==> src/rtl/commit_trace_monitor.sv <==
// ----------------------------------------------------------------------------
// commit_trace_monitor
//
// Retirement monitor that sits beside the datapath and watches the commit
// signals of up to NRET lanes per cycle (lane 0 oldest in program order).
// It numbers every accepted commit with a 64-bit order, detects a halt
// (a commit whose next PC equals its own PC) and a commit timeout (TIMEOUT
// consecutive commit-free cycles). The most recent DEPTH commits are kept in a
// ring and can be drained through a show-ahead read port for debug.
//
// Ports
//   clk, reset      clock, synchronous active-high reset
//   commit_valid    per-lane retire strobe
//   commit_pc       per-lane PC            (lane i at [32*i +: 32])
//   commit_pc_next  per-lane next PC
//   commit_load     per-lane regfile write enable
//   commit_rd       per-lane destination register (lane i at [5*i +: 5])
//   commit_wdata    per-lane regfile write data
//   rd_en           pop head entry (ignored while rd_valid is low)
//   rd_valid        ring holds at least one entry
//   rd_pc/rd_rd/rd_wdata/rd_order  head entry fields, zero when empty
//   count           entries held
//   order           total accepted commits
//   halt            branch-to-self retired (sticky)
//   timeout         TIMEOUT commit-free cycles elapsed (sticky)
//   overflow        an unread entry was overwritten (sticky)
// ----------------------------------------------------------------------------
module commit_trace_monitor #(
    parameter int NRET    = 1,
    parameter int DEPTH   = 16,
    parameter int TIMEOUT = 100000000
) (
    input  logic                       clk,
    input  logic                       reset,
    input  logic [NRET-1:0]            commit_valid,
    input  logic [NRET*32-1:0]         commit_pc,
    input  logic [NRET*32-1:0]         commit_pc_next,
    input  logic [NRET-1:0]            commit_load,
    input  logic [NRET*5-1:0]          commit_rd,
    input  logic [NRET*32-1:0]         commit_wdata,
    input  logic                       rd_en,
    output logic                       rd_valid,
    output logic [31:0]                rd_pc,
    output logic [4:0]                 rd_rd,
    output logic [31:0]                rd_wdata,
    output logic [63:0]                rd_order,
    output logic [$clog2(DEPTH+1)-1:0] count,
    output logic [63:0]                order,
    output logic                       halt,
    output logic                       timeout,
    output logic                       overflow
);

    localparam int PTR_W  = $clog2(DEPTH);
    localparam int CNT_W  = $clog2(DEPTH + 1);
    localparam int SUM_W  = CNT_W + 1;          // holds count + NRET pushes
    localparam int ACC_W  = $clog2(NRET + 1);
    localparam int IDLE_W = $clog2(TIMEOUT + 1);

    typedef enum logic [1:0] {
        ST_RUN,
        ST_HALTED,
        ST_TIMED_OUT
    } state_e;

    typedef struct packed {
        logic [63:0] order;
        logic [31:0] wdata;
        logic [4:0]  rd;
        logic [31:0] pc;
    } entry_t;

    // State registers
    state_e              state_q, state_d;
    logic [IDLE_W-1:0]   idle_q, idle_d;
    logic [63:0]         order_q, order_d;
    logic [PTR_W-1:0]    head_q, head_d;
    logic [PTR_W-1:0]    tail_q, tail_d;
    logic [CNT_W-1:0]    count_q, count_d;
    logic                overflow_q, overflow_d;

    entry_t              mem_q [DEPTH];

    // Per-lane write requests into the ring
    logic                wr_en    [NRET];
    logic [PTR_W-1:0]    wr_idx   [NRET];
    entry_t              wr_entry [NRET];

    logic                pop;
    logic [ACC_W-1:0]    n_acc;
    logic                stop;
    logic [4:0]          lane_rd;
    logic [PTR_W-1:0]    head_pop;
    logic [SUM_W-1:0]    cnt_pop;
    logic [SUM_W-1:0]    cnt_push;

    entry_t              head_entry;

    always_comb begin
        // NOTE: every variable gets a default first so no path leaves one unassigned (no latches).
        state_d    = state_q;
        idle_d     = idle_q;
        overflow_d = overflow_q;
        n_acc      = '0;
        stop       = 1'b0;
        lane_rd    = '0;

        // NOTE: blocking assignments here on purpose: n_acc/stop accumulate lane by lane in order.
        for (int i = 0; i < NRET; i++) begin
            wr_en[i]    = 1'b0;
            wr_idx[i]   = '0;
            wr_entry[i] = '0;
            if (state_q == ST_RUN && !stop && commit_valid[i]) begin
                lane_rd            = commit_load[i] ? commit_rd[5*i +: 5] : 5'd0;
                wr_en[i]           = 1'b1;
                wr_idx[i]          = tail_q + PTR_W'(n_acc);
                wr_entry[i].pc     = commit_pc[32*i +: 32];
                wr_entry[i].rd     = lane_rd;
                wr_entry[i].wdata  = (lane_rd == 5'd0) ? 32'd0 : commit_wdata[32*i +: 32];
                wr_entry[i].order  = order_q + 64'(n_acc);
                n_acc              = n_acc + 1'b1;
                // A self-loop retires but closes acceptance for younger lanes.
                if (commit_pc_next[32*i +: 32] == commit_pc[32*i +: 32]) begin
                    stop = 1'b1;
                end
            end
        end

        order_d = order_q + 64'(n_acc);

        if (state_q == ST_RUN) begin
            if (stop) begin
                state_d = ST_HALTED;
            end
            if (n_acc != '0) begin
                idle_d = '0;
            end else begin
                if (idle_q < IDLE_W'(TIMEOUT)) begin
                    idle_d = idle_q + 1'b1;
                end
                if (idle_d == IDLE_W'(TIMEOUT)) begin
                    state_d = ST_TIMED_OUT;
                end
            end
        end

        // Ring: pop first, then push; anything beyond DEPTH evicts the oldest.
        pop      = rd_en && rd_valid;
        head_pop = head_q + PTR_W'(pop);
        cnt_pop  = SUM_W'(count_q) - SUM_W'(pop);
        cnt_push = cnt_pop + SUM_W'(n_acc);
        tail_d   = tail_q + PTR_W'(n_acc);
        if (cnt_push > SUM_W'(DEPTH)) begin
            head_d     = head_pop + PTR_W'(cnt_push - SUM_W'(DEPTH));
            count_d    = CNT_W'(DEPTH);
            overflow_d = 1'b1;
        end else begin
            head_d     = head_pop;
            count_d    = CNT_W'(cnt_push);
        end
    end

    always_ff @(posedge clk) begin
        if (reset) begin
            state_q    <= ST_RUN;
            idle_q     <= '0;
            order_q    <= '0;
            head_q     <= '0;
            tail_q     <= '0;
            count_q    <= '0;
            overflow_q <= 1'b0;
        end else begin
            state_q    <= state_d;
            idle_q     <= idle_d;
            order_q    <= order_d;
            head_q     <= head_d;
            tail_q     <= tail_d;
            count_q    <= count_d;
            overflow_q <= overflow_d;
        end
    end

    // NOTE: ring storage is deliberately not reset; count_q gates every read.
    always_ff @(posedge clk) begin
        for (int i = 0; i < NRET; i++) begin
            if (wr_en[i]) begin
                mem_q[wr_idx[i]] <= wr_entry[i];
            end
        end
    end

    assign head_entry = mem_q[head_q];

    assign rd_valid = (count_q != '0);
    assign rd_pc    = rd_valid ? head_entry.pc    : 32'd0;
    assign rd_rd    = rd_valid ? head_entry.rd    : 5'd0;
    assign rd_wdata = rd_valid ? head_entry.wdata : 32'd0;
    assign rd_order = rd_valid ? head_entry.order : 64'd0;

    assign count    = count_q;
    assign order    = order_q;
    assign halt     = (state_q == ST_HALTED);
    assign timeout  = (state_q == ST_TIMED_OUT);
    assign overflow = overflow_q;

endmodule

==> config.mk <==
export PLATFORM = sky130hd
export DESIGN_NAME = commit_trace_monitor
export DESIGN_NICKNAME = d
export VERILOG_FILES = /design/src/rtl/commit_trace_monitor.sv
export SDC_FILE = /design/constraint.sdc
export NUM_CORES = 2
export LEC_CHECK = 0
export BUFFER_PORTS_ARGS = -buffer_cell sky130_fd_sc_hd__buf_2
export CORE_UTILIZATION = 42
export DETAILED_ROUTE_END_ITERATION = 8
export GPL_TIMING_DRIVEN = 0
export HOLD_SLACK_MARGIN = 0.06
export SLEW_MARGIN = 40
export SYNTH_ARGS = -nofsm -noshare
export SYNTH_HDL_FRONTEND = slang
export SYNTH_SLANG_ARGS = --single-unit
export TNS_END_PERCENT = 1
==> constraint.sdc <==
create_clock -name clk -period 29.8 [get_ports clk]
set_clock_uncertainty 0.1 [all_clocks]
set_input_delay 1.49 -clock clk [delete_from_list [all_inputs] [get_ports clk]]
set_output_delay 1.49 -clock clk [all_outputs]
set_load 0.01 [all_outputs]
==> results.txt <==
Among all flip-flop cells after synthesis, the most frequent one is edfxtp_1. The largest voltage drop on the vdd net came out at 64.48 uV. The fraction of post-synthesis cell area in the top cell type by area is 72.88%. The worst setup path is launched from a flip-flop. The clock drives 2,235 sinks.

Across the run, the number of max-cap violations was 0. Global routing used 36.46% of the available met2 tracks. The net switching power is 2.228 mW. The cell area after placement is 97,560 sq um. Summed over all instances, the cell type with the most area after synthesis is edfxtp_1. The first-pass GRT wire length is 337.4 mm. The number of port buffers is 309.

The initial detailed-routing violation count came out at 5,126. In this run, synthesis produced a sequential element count of 2,235. The routed design has 239.3 mm of wire. The area of the die came out at 210,600 sq um. The growth of design area from synthesis to finish is 19.07%.

The count of synthesis-stage warnings from yosys is 0. The part of the power in combinational logic came out at 23.4%. The horizontal die dimension came out at 458.9 microns. The number of buffers added for setup after CTS is 0. The via count of the first global-routing pass came out at 45,290. The critical path is of the reg -> out type.

The actual slew at the worst max-slew pin came out at 871.4 ps. The data arrival time of the worst path came out at 4500 ps. The H-tree depth came out at 4. After synthesis, the cell types taking the most area are edfxtp_1 (73%), mux4_2 (17%), dfxtp_1 (2.4%). The synthesized design contains 2,128 enable-type register cells.

The final critical-path share of the clock period is 20.44%. The initial antenna violation count is 13. Routability-driven placement finished with a final weighted congestion of 0.8669.

The number of nets in the synthesized netlist is 4,155. The number of placement rows came out at 167. The met3 capacity usage during global routing is 5.334%. The total power divided by cell area is 76.45 nW/um^2. TritonCTS built the clock tree. After global routing, the most crowded layer is met2. The post-route DRC violation count is 0. The highest achievable clock rate is 164.2 MHz.

Hold repair after CTS inserted 0 buffers. Of the total power, the share spent switching nets is 27.91%. The internal cell power came out at 5.753 mW. The relative max-transition margin came out at 41.91%. The mapped cell area came out at 87,680 sq um.

The proportion of register bits with asynchronous set or reset after synthesis is 0%. The count of cells resized by post-cts repair is 0. In this run the worst path has a maximum fanout of 12. The total overflow left after global routing is 0. The worst hold path belongs to the class reg -> reg. The pre-antenna-repair detailed-routing pass consisted of 5 iterations. The final design instance area without fill is 104,400 sq um. The setup TNS came out at 0 ps. The average footprint of a synthesized cell is 21.76 sq um. The number of placed I/O pins came out at 312.

The final net count is 4,984. The core area is 207,300 sq um. The number of unique standard cell types used by synthesis is 79. Setup repair after global routing left no endpoint under its margin. The routed design could run at a clock period as short as 6091 ps. The fraction of final layout cells with drive strength greater than 1 came out at 35.14%.

The gate count of the mapped netlist came out at 4,030. The fraction of the yosys area taken by sequential cells is 75.33%. The clock slew at the register clock pins of the worst setup and hold paths is 60 ps. The average detailed-routed wire length per instance is 30.53 microns. The pin count of the biggest net entering global routing is 21. Sequential cells account for 43.4% of the total power.

The detailed-route via count came out at 44,930. The initial utilization of the core area, before any placement, comes to 42.30%. The post-route antenna net violation count is 0.

By count the netlist is led by edfxtp_1 (2,128), mux4_2 (665), and2_1 (172), clkbuf_1 (148), and3_1 (116). The flow ran to the end, and the final reports show no timing, DRC or antenna violations. The count of final hold-check violations was 0.

The vertical die dimension came out at 458.9 microns. The worst setup path is captured at an output pin. The most common cell in the netlist is edfxtp_1.

Setup violations remaining at the end of the flow were counted as 0. The share of power burned in the clock network is 33.2%. The leakage component of the power came out at 35.28 nW. The total routing resource utilization after global routing is 22.69%. In this run the deepest clock path goes through 3 buffers. The number of buffers inserted during clock tree synthesis came out at 215.

Dividing the detail-routed via count by the number of cells gives 5.733. The estimated wirelength of the detail-placed design is 164.1 mm. The final max-slew violation count is 0. The required time at the endpoint of the critical path came out at 28,210 ps.

The met1 demand-to-capacity share in global routing is 31.19%. The later-pin clock latency in the skew report came out at 820 ps. The number of fillers in the final layout is 16,600. The tree is rooted in a clkbuf_16.
routing by layer:
layer / routed length [microns] / share of wire [%]
met1: 96720 / 40
met2: 116000 / 48
met3: 20810 / 8.7
met4: 5695 / 2.4
met5: 13 / 0.0054
through the flow:
step / power [mW] / util [%] / hold slack, ps / instances / worst slack (ps)
after global routing: 8.258 / 50.36 / 427.6 / 7831 / 23530
after global placement: 5.419 / 44.73 / 387.4 / 7127 / 2031
after detailed placement: 5.439 / 47.07 / 403.4 / 7430 / 22840
after floorplan: 4.647 / - / 374.2 / 4030 / 17470
after CTS: 8.069 / 50.34 / 418.6 / 7825 / 23370
final: 7.981 / 50.37 / 418.7 / 7836 / 23710
cell type report:
class	instances	area, sq um	area share, %
clock buffers	301	5948	5.698
multi-input cells	1547	20770	19.90
plain buffers	225	1105	1.058
diodes	11	27.53	0.02637
well taps	2788	3488	3.341
flip-flops and latches	2235	66040	63.26
clock inverters	94	828.3	0.7934
repair buffers	612	6095	5.838
inverters	23	90.09	0.08629
layout by cell type (no fill, tap or decap), types with 41 or more instances in the layout:
master | netlist | routed
a21oi_1 | 48 | 48
and2_1 | 172 | 172
and3_1 | 116 | 115
buf_16 | 0 | 86
buf_2 | 14 | 412
buf_4 | 1 | 83
buf_8 | 1 | 84
clkbuf_1 | 148 | 136
clkbuf_16 | 0 | 219
clkbuf_2 | 1 | 79
clkinv_1 | 1 | 42
dfxtp_1 | 107 | 107
edfxtp_1 | 2128 | 2128
mux4_2 | 665 | 665
nand3_1 | 41 | 41
nor2_1 | 115 | 100
xnor2_1 | 56 | 53
xor2_1 | 51 | 51
worst paths after layout:
kind                            startpoint           to  slack [ps]  cells past startpoint
worst max-delay path             head_q[0]  rd_order[2]       23710                      7
worst min-delay path             order[48]    order[48]         420                      2
worst max register to register  state_q[0]    order[62]       23810                     14
worst min register to register   order[48]    order[48]         420                      2
power by group through the flow:
stage	sequential [mW]	clock [mW]	combinational, mW
finish	3.46	2.65	1.87
global route	3.47	2.81	1.98
CTS	3.46	2.69	1.91
detailed placement	3.53	0	1.91
global placement	3.55	0	1.86
floorplan	3.54	0	1.11
registers in the layout (all words and copies together), names as in the netlist:
name	cells
order	64
head_q	4
overflow	1
count	5
state_q	2
mem_q	2128
tail_q	4
idle_q	27
worst max-delay path: stages, from the launching register on:
cell,delay (ps)
dfxtp_1,330
buf_2,570
clkbuf_2,650
clkbuf_2,600
mux4_2,570
mux4_2,450
and2_1,290
buf_2,190
cells by family after synthesis:
logic type               after synthesis  synth area share [%]
buffers and inverters                248                 1.179
multiplexers                         668                 17.12
XOR/XNOR                             107                 1.069
AND/OR/NAND/NOR                      625                 4.097
adder cells (fa/ha/maj)               19                0.2883
flip-flops                          2235                 75.33
AO/OA/AOI/OAI                        128                0.9233
(Power assumes the default switching activity.)
